**src/rtl/spi_loader_pkg.sv**
```systemverilog
// spi_loader_pkg: shared widths, frame constants and FSM state encodings for the SPI loader responder.
package spi_loader_pkg;
  localparam int SPI_ADDR_W = 24;
  localparam int SPI_DATA_W = 16;
  localparam logic START_BIT = 1'b0;
  localparam logic DIR_WRITE = 1'b1;
  typedef logic [2:0] state_t;
  localparam state_t ST_IDLE  = 3'd0;
  localparam state_t ST_ADDR  = 3'd1;
  localparam state_t ST_DIR   = 3'd2;
  localparam state_t ST_DATA  = 3'd3;
  localparam state_t ST_BUS   = 3'd4;
  localparam state_t ST_RDBUS = 3'd5;
  localparam state_t ST_DONE  = 3'd6;
  localparam state_t ST_RDOUT = 3'd7;
endpackage

```
**src/rtl/spi_loader_sync.sv**
```systemverilog
// spi_loader_sync: pad synchroniser for spi_clk/spi_mosi with a falling-edge bit event.
module spi_loader_sync #(
  parameter int SYNC_STAGES = 2
) (
  input  logic i_clk,
  input  logic i_rst,
  input  logic i_spi_clk,
  input  logic i_spi_mosi,
  output logic o_bit_evt,
  output logic o_mosi
);
  logic [SYNC_STAGES-1:0] sclk_q;
  logic [SYNC_STAGES-1:0] mosi_q;
  logic prev_q;
  always_ff @(posedge i_clk or posedge i_rst) begin
    if (i_rst) begin
      sclk_q <= '0;
      mosi_q <= '0;
      prev_q <= 1'b0;
    end else begin
      sclk_q <= {sclk_q[SYNC_STAGES-2:0], i_spi_clk};
      mosi_q <= {mosi_q[SYNC_STAGES-2:0], i_spi_mosi};
      prev_q <= sclk_q[SYNC_STAGES-1];
    end
  end
  // both chains have equal depth, so mosi is aligned with the detected edge
  assign o_bit_evt = prev_q & ~sclk_q[SYNC_STAGES-1];
  assign o_mosi = mosi_q[SYNC_STAGES-1];
endmodule

```
**src/rtl/spi_loader_responder.sv**
```systemverilog
// spi_loader_responder: SPI program-load target, one bus write per frame, done flagged on miso.
// Define SPI_LOADER_READ_EN to turn dir=0 frames into bus reads shifted back out on miso.
module spi_loader_responder
  import spi_loader_pkg::*;
#(
  parameter int ADDR_W = SPI_ADDR_W,
  parameter int DATA_W = SPI_DATA_W,
  parameter int SYNC_STAGES = 2
) (
  input  logic              i_clk,
  input  logic              i_rst,
  input  logic              i_spi_clk,
  input  logic              i_spi_mosi,
  output logic              o_spi_miso,
  output logic              o_wb_cyc,
  output logic              o_wb_stb,
  output logic              o_wb_we,
  output logic [ADDR_W-1:0] o_wb_adr,
  output logic [DATA_W-1:0] o_wb_dat,
  input  logic [DATA_W-1:0] i_wb_dat,
  input  logic              i_wb_ack,
  input  logic              i_wb_err,
  output logic              o_err,
  output logic              o_busy
);
  localparam int CNT_W = $clog2(ADDR_W > DATA_W ? ADDR_W : DATA_W);
  logic bit_evt, mosi;
  state_t state_q, state_d;
  logic [CNT_W-1:0] cnt_q, cnt_d;
  logic [ADDR_W-1:0] addr_q, addr_d;
  logic [DATA_W-1:0] data_q, data_d;
  logic err_q, err_d;
  logic addr_end, data_end;
`ifdef SPI_LOADER_READ_EN
  localparam state_t RD_NEXT = ST_RDBUS;
  logic dir_q, dir_d;
  logic [DATA_W-1:0] rd_q, rd_d;
`else
  localparam state_t RD_NEXT = ST_DONE;
  logic unused_rd;
  assign unused_rd = ^i_wb_dat;
`endif
  spi_loader_sync #(.SYNC_STAGES(SYNC_STAGES)) u_sync (
    .i_clk      (i_clk),
    .i_rst      (i_rst),
    .i_spi_clk  (i_spi_clk),
    .i_spi_mosi (i_spi_mosi),
    .o_bit_evt  (bit_evt),
    .o_mosi     (mosi)
  );
  assign addr_end = cnt_q == CNT_W'(ADDR_W - 1);
  assign data_end = cnt_q == CNT_W'(DATA_W - 1);
  always_comb begin
    state_d = state_q;
    cnt_d = cnt_q;
    addr_d = addr_q;
    data_d = data_q;
    err_d = err_q;
`ifdef SPI_LOADER_READ_EN
    dir_d = dir_q;
    rd_d = rd_q;
`endif
    case (state_q)
      ST_IDLE: if (bit_evt && mosi == START_BIT) begin
        state_d = ST_ADDR;
        cnt_d = '0;
      end
      ST_ADDR: if (bit_evt) begin
        addr_d = {mosi, addr_q[ADDR_W-1:1]};
        cnt_d = addr_end ? '0 : cnt_q + 1'b1;
        state_d = addr_end ? ST_DIR : ST_ADDR;
      end
      ST_DIR: if (bit_evt) begin
`ifdef SPI_LOADER_READ_EN
        dir_d = mosi;
`endif
        state_d = (mosi == DIR_WRITE) ? ST_DATA : RD_NEXT;
      end
      ST_DATA: if (bit_evt) begin
        data_d = {mosi, data_q[DATA_W-1:1]};
        cnt_d = data_end ? '0 : cnt_q + 1'b1;
        state_d = data_end ? ST_BUS : ST_DATA;
      end
      ST_BUS: if (i_wb_ack || i_wb_err) begin
        err_d = err_q | i_wb_err;
        state_d = ST_DONE;
      end
`ifdef SPI_LOADER_READ_EN
      ST_RDBUS: if (i_wb_ack || i_wb_err) begin
        err_d = err_q | i_wb_err;
        rd_d = i_wb_err ? '0 : i_wb_dat;
        state_d = ST_DONE;
      end
      ST_DONE: if (bit_evt) begin
        cnt_d = '0;
        state_d = (dir_q == DIR_WRITE) ? ST_IDLE : ST_RDOUT;
      end
      ST_RDOUT: if (bit_evt) begin
        rd_d = rd_q >> 1;
        cnt_d = data_end ? '0 : cnt_q + 1'b1;
        state_d = data_end ? ST_IDLE : ST_RDOUT;
      end
`else
      ST_DONE: if (bit_evt) begin
        cnt_d = '0;
        state_d = ST_IDLE;
      end
`endif
      default: state_d = ST_IDLE;
    endcase
  end
  always_ff @(posedge i_clk or posedge i_rst) begin
    if (i_rst) begin
      state_q <= ST_IDLE;
      cnt_q <= '0;
      addr_q <= '0;
      data_q <= '0;
      err_q <= 1'b0;
    end else begin
      state_q <= state_d;
      cnt_q <= cnt_d;
      addr_q <= addr_d;
      data_q <= data_d;
      err_q <= err_d;
    end
  end
`ifdef SPI_LOADER_READ_EN
  always_ff @(posedge i_clk or posedge i_rst) begin
    if (i_rst) begin
      dir_q <= 1'b0;
      rd_q <= '0;
    end else begin
      dir_q <= dir_d;
      rd_q <= rd_d;
    end
  end
  assign o_spi_miso = (state_q == ST_DONE) ? 1'b0 : (state_q == ST_RDOUT) ? rd_q[0] : 1'b1;
`else
  assign o_spi_miso = state_q != ST_DONE;
`endif
  assign o_wb_cyc = (state_q == ST_BUS) || (state_q == ST_RDBUS);
  assign o_wb_stb = o_wb_cyc;
  assign o_wb_we = state_q == ST_BUS;
  assign o_wb_adr = addr_q;
  assign o_wb_dat = data_q;
  assign o_err = err_q;
  assign o_busy = state_q != ST_IDLE;
endmodule

```
**config.mk**
```make
export PLATFORM = sky130hd
export DESIGN_NAME = spi_loader_responder
export DESIGN_NICKNAME = d
export VERILOG_FILES = /design/src/rtl/spi_loader_pkg.sv /design/src/rtl/spi_loader_sync.sv /design/src/rtl/spi_loader_responder.sv
export SDC_FILE = /design/constraint.sdc
export NUM_CORES = 1
export LEC_CHECK = 0
export ABC_AREA = 1
export CORE_MARGIN = 8
export CORE_UTILIZATION = 42
export CTS_CLUSTER_SIZE = 24
export DETAILED_ROUTE_END_ITERATION = 10
export GPL_TIMING_DRIVEN = 0
export PLACE_DENSITY = 0.78
export RECOVER_POWER = 25
export SYNTH_ARGS = -nofsm -noshare
export SYNTH_HDL_FRONTEND = slang
export SYNTH_SLANG_ARGS = --single-unit
export TNS_END_PERCENT = 100
```
**constraint.sdc**
```tcl
create_clock -name i_clk -period 1.8 [get_ports i_clk]
set_input_delay 0.45 -clock i_clk [delete_from_list [all_inputs] [get_ports i_clk]]
set_output_delay 0.45 -clock i_clk [all_outputs]
set_load 0.02 [all_outputs]
```
* Word level (Yosys, flattened, before mapping)
Index checks and enable logic that the tools add are counted.
Widths: inputs -> output; s select.
** Word-level totals
- Input port bits :: 22
- Register bits after elaboration :: 54
- Logic and storage cells :: 56
** Operators by class
- Equality and inequality tests :: 15
- Reductions and logical operators :: 11
- Bitwise logic cells :: 4
- Multiplexer cells :: 17
- Add/subtract/negate cells :: 1
** Operators with widths (number)
- $mux 5 :: 6
- $mux 3 :: 8
- $pmux 5 s4 :: 1
- $pmux 3 s6 :: 1
- $ne 2x2->1 const B :: 5
- $eq 3x3->1 const B :: 3
- $eq 3x2->1 const B :: 2
- $reduce_and 2->1 :: 3
- $reduce_and 6->1 :: 1
- $add 5x1->5 const B :: 1
- $eq 5x4->1 const B :: 1
- $eq 5x5->1 const B :: 1
- $reduce_and 5->1 :: 1
- $reduce_bool 4->1 :: 1
- $eq 3x1->1 const B :: 1
- $logic_not 3->1 :: 1
- $ne 3x3->1 const B :: 1
- $reduce_bool 3->1 :: 1
- $logic_or 1x1->1 :: 2
- $mux 2 :: 1
- $ne 2x1->1 const B :: 1
- $not 1->1 :: 2
- $and 1x1->1 :: 1
- $logic_and 1x1->1 :: 1
- $or 1x1->1 :: 1

* Logic depth before layout (Yosys ltp)
- Word-level depth :: 5
- Gate-level depth with buffers :: 11
- Depth with buffers taken out :: 11

* Cells and area by module
Synthesis repeated with hierarchy kept, for this count alone.
** Second synthesis, totals
- Cells, all modules :: 291
- Area, all modules :: 2417.3 um^2
** By module, submodules not included
- spi_loader_responder :: times used 1, seq. area each 1226.2 um^2, area each 2278.4 um^2, cells an instance 283
- spi_loader_sync :: times used 1, seq. area each 125.1 um^2, area each 138.9 um^2, cells an instance 8

* Least setup slack after synthesis
Ideal clock, no wire load.
- Path type :: reg2out
- Start point :: register state_q[2]
- End point :: output o_wb_stb
- Stages on the path, launching flop included :: 5
- Setup slack :: -0.028 ns
- Data required time :: 1.350 ns
- Arrival time :: 1.378 ns
- Cells stage by stage :: dfrtp_1 -> buf_2 -> inv_1 -> o21ai_0 -> buf_4
** Between the ends
- Word-level cells in the longest chain between the ends :: 2
- Elaborated cells between the ends (all ways) :: 3
- Classes of those cells :: eq/ne: 2; reduce/logical: 1
** Ends and longest elaborated chain
- from (decl) :: RTL line spi_loader_responder.sv:28 : state_t state_q, state_d;
- from (signal assigned) :: RTL line spi_loader_responder.sv:120 : state_q <= state_d;
- $eq 3x3->1 :: RTL line spi_loader_responder.sv:141 : assign o_wb_cyc = (state_q == ST_BUS) || (state_q == ST_RDBUS);
- $logic_or 1x1->1 * :: RTL line spi_loader_responder.sv:141
- to (decl) :: RTL line spi_loader_responder.sv:16 : output logic o_wb_stb,
Mark *: on every way between the ends. The rest lies on a longest branch, timed or not.

* Worst setup path in the final report
- Start point :: register state_q[0]
- End point :: output o_wb_stb
Same word-level chain as after synthesis.

==> load_flow_metrics.sql <==
INSERT INTO impl_metrics (metric_group, metric, value, unit) VALUES
('outcome', 'status', 'finished clean', ''),
('place', 'dpl-instance-area', '2990', 'um^2'),
('setup_path', 'critical_path_peak_fanout', '7', ''),
('cts', 'path_clk_slew', '0.09', 'ns'),
('routing', 'wl_per_cell', '12.7', 'um'),
('logic_synthesis', 'synth.ff_latch_count', '54', ''),
('routing', 'via_per_instance_ratio', '4.77', ''),
('place', 'dp.final_hpwl', '3620', 'um'),
('timing', 'period_share', '0.984', ''),
('layout', 'drive_above_1_share', '0.181', ''),
('grt', 'groute.usage.overall', '0.122', ''),
('logic_synthesis', 'synth_warnings', '0', ''),
('grt', 'grt_pass1_wl', '8410', 'um'),
('logic_synthesis', 'synthesis.instances', '256', ''),
('place', 'gpl.final_weighted_congestion', '0.832', ''),
('cts', 'cts-root-to-sink-buffers', '2', ''),
('routing', 'dr.pass1.iters', '4', ''),
('die', 'core', '5470', 'um^2'),
('die', 'fp.dieArea', '8290', 'um^2'),
('timing', 'report.final.setup_viol', '0', ''),
('logic_synthesis', 'netlist.area_leader.share', '0.571', ''),
('layout', 'final_design_area_no_fill', '3170', 'um^2'),
('layout', 'final_cell_mix', '94 x nand2_1, 52 x dfrtp_1, 28 x nand3_1', ''),
('grt', 'grt_remaining_overflow', '0', ''),
('logic_synthesis', 'yosys.area.top_type', 'dfrtp_1', ''),
('power', 'overall_power_of_the_completed_layout', '0.00379', 'W'),
('grt', 'grt_start_max_net_pins', '33', ''),
('power', 'power-per-cell-area', '1200', 'nW/um^2'),
('timing', 'layout_min_cycle_time', '1.77', 'ns'),
('logic_synthesis', 'post_synth_main_area_contributors', 'dfrtp_1 57%, nand2_1 15%, mux2_2 7.1%', ''),
('timing', 'tns', '0', 'ns'),
('routing', 'detail-route-antenna-nets', '0', ''),
('timing', 'holdWs', '0.354', 'ns'),
('timing', 'worst_clock_skew', '0.00825', 'ns'),
('cts', 'cts_hold_buffers', '0', ''),
('die', 'start_util', '0.432', ''),
('layout', 'mostFrequentLayoutCell', 'nand2_1', ''),
('setup_path', 'criticalPathCategory', 'flop to output port', ''),
('timing', 'max_freq', '0.564', 'GHz'),
('layout', 'n_fill_cell', '467', ''),
('die', 'boundaryPins', '68', ''),
('layout', 'n_antenna_cell', '0', ''),
('layout', 'area_growth_syn_to_layout', '33.9', '%'),
('routing', 'route.vias.total', '1871', ''),
('setup_path', 'setup.reg_to_reg.worst_slack', '0.17', 'ns'),
('logic_synthesis', 'netlist-cell-type-count', '22', ''),
('setup_path', 'setup.worst_path.end_class', 'output port', ''),
('logic_synthesis', 'synth.avg_cell_area', '9.24', 'um^2'),
('die', 'die_height', '91.0', 'um'),
('layout', 'num-nets-final', '344', ''),
('power', 'ir_worst_vdd', '0.000647', 'V'),
('logic_synthesis', 'synth_seq_area_share', '0.571', ''),
('cts', 'tritoncts_num_sinks', '54', ''),
('routing', 'routed_wl', '4990', 'um'),
('hold_path', 'hold_path.class', 'flop to flop', ''),
('timing', 'timing.final.max_slew_violations', '0', ''),
('place', 'portBuffers', '51', ''),
('run', 'drv_cap', '0', ''),
('setup_path', 'crit_required', '1.35', 'ns'),
('routing', 'drc', '0', ''),
('die', 'dieWidth', '91.0', 'um'),
('setup_path', 'worst-endpoint-arrival', '1.32', 'ns'),
('timing', 'grt_setup_unrepaired', 'yes', ''),
('routing', 'drt_iter0_drc', '67', ''),
('cts', 'cts.root.buffer_cell', 'clkbuf_8', ''),
('cts', 'htree_num_levels', '2', ''),
('die', 'num_rows', '27', ''),
('logic_synthesis', 'netlist_area_pre_place', '2360', 'um^2'),
('grt', 'vias_in_the_first_global_route', '1815', ''),
('cts', 'tritoncts', 'yes', ''),
('cts', 'cts-buffers-inserted', '5', ''),
('timing', 'max-slew-margin-rel', '0.391', ''),
('timing', 'timing_worst_slew_pin_value', '0.913', 'ns'),
('setup_path', 'cp-start-kind', 'flop', ''),
('timing', 'hold_violations', '0', ''),
('grt', 'number_of_antenna_violations_at_the_first_check_in_global_routing', '0', ''),
('logic_synthesis', 'postSynthNetCount', '281', ''),
('power', 'power_leakage', '1.96', 'nW'),
('cts', 'clock_insertion_delay_worst_skew', '0.30', 'ns');
timing repair:
item	in CTS	in global routing
setup endpoints to repair	5	28
gates resized for setup	26	28
setup buffers	3	2
endpoints found under the hold margin	0	0
pin swaps	2	2
worst max-delay path: stages, from the launching register on:
cell and delay [ns]:
dfrtp_2 0.47, nor2_4 0.15, nand2_2 0.10, o21ai_2 0.08, buf_4 0.13, buf_6 0.10
power by group:
part,internal (W),leakage (nW),switching (W)
clock,0.000275,0.0483,0.000391
sequential,0.00146,0.722,0.000218
combinational,0.000604,1.19,0.000842
area by class of cell:
class,count,area [um^2],area share
clock inverter,3,18.8,0.00593
sequential,54,1350,0.428
clock buffer,5,68.8,0.0217
timing repair buffer,57,599,0.189
tap,72,90.1,0.0285
inverter,17,63.8,0.0202
multi-input combinational,175,917,0.290
buffer,9,53.8,0.0170
cells by family after synthesis:
| group | after synthesis | synth area share |
|---|---|---|
| AND/OR/NAND/NOR | 146 | 0.261 |
| AO/OA/AOI/OAI | 9 | 0.0217 |
| XOR/XNOR | 2 | 0.00741 |
| buffers and inverters | 27 | 0.0508 |
| adder cells (fa/ha/maj) | 3 | 0.0159 |
| multiplexers | 15 | 0.0714 |
| flip-flops | 54 | 0.571 |
sequential cells by signal, indices dropped and copies added (netlist names):
name / cells
o_err: 1
o_wb_adr: 24
u_sync.sclk_q: 2
cnt_q: 5
o_wb_dat: 16
state_q: 3
u_sync.prev_q: 1
u_sync.mosi_q: 2
synthesized netlist by cell type:
cell type  number
ha_1            3
nor2_2          1
buf_6           1
mux2_2         15
buf_2           6
o21ai_1         1
nand2_4         1
o21ai_0         5
buf_4           1
nand2_2         1
nand4_1         3
nor2_4          2
nand3_1        28
xor2_1          2
a21oi_1         1
dfrtp_1        54
a31o_2          1
nand2_1        96
o211ai_1        1
inv_1          17
clkbuf_1        2
nor2_1         14
routing by layer:
layer | wire length [um] | GRT usage | vias to the layer above
met3 | 356 | 0.0543 | 6
met2 | 2270 | 0.187 | 47
li1 | - | - | 941
met1 | 2290 | 0.148 | 877
met5 | 0 | 0 | -
met4 | 77 | 0.0450 | 0
per-stage QoR:
stage                      util  cells  setup WS, ns
after floorplan               -    256        0.0354
after CTS                 0.568    390       0.00382
after global placement    0.542    379        -0.939
after global routing      0.578    392       -0.0342
after detailed placement  0.545    380        -0.358
final                     0.578    392        0.0279
worst paths after layout:
path | cells past startpoint | start | to
max reg2reg | 11 | cnt_q[0] | state_q[0]
min | 0 | u_sync.mosi_q[0] | u_sync.mosi_q[1]
max in group asynchronous | 3 | i_rst | state_q[0]
max | 5 | state_q[0] | o_wb_stb
min reg2reg | 0 | u_sync.mosi_q[0] | u_sync.mosi_q[1]
min in group asynchronous | 2 | i_rst | o_wb_dat[1]
(Power assumes the default switching activity.)
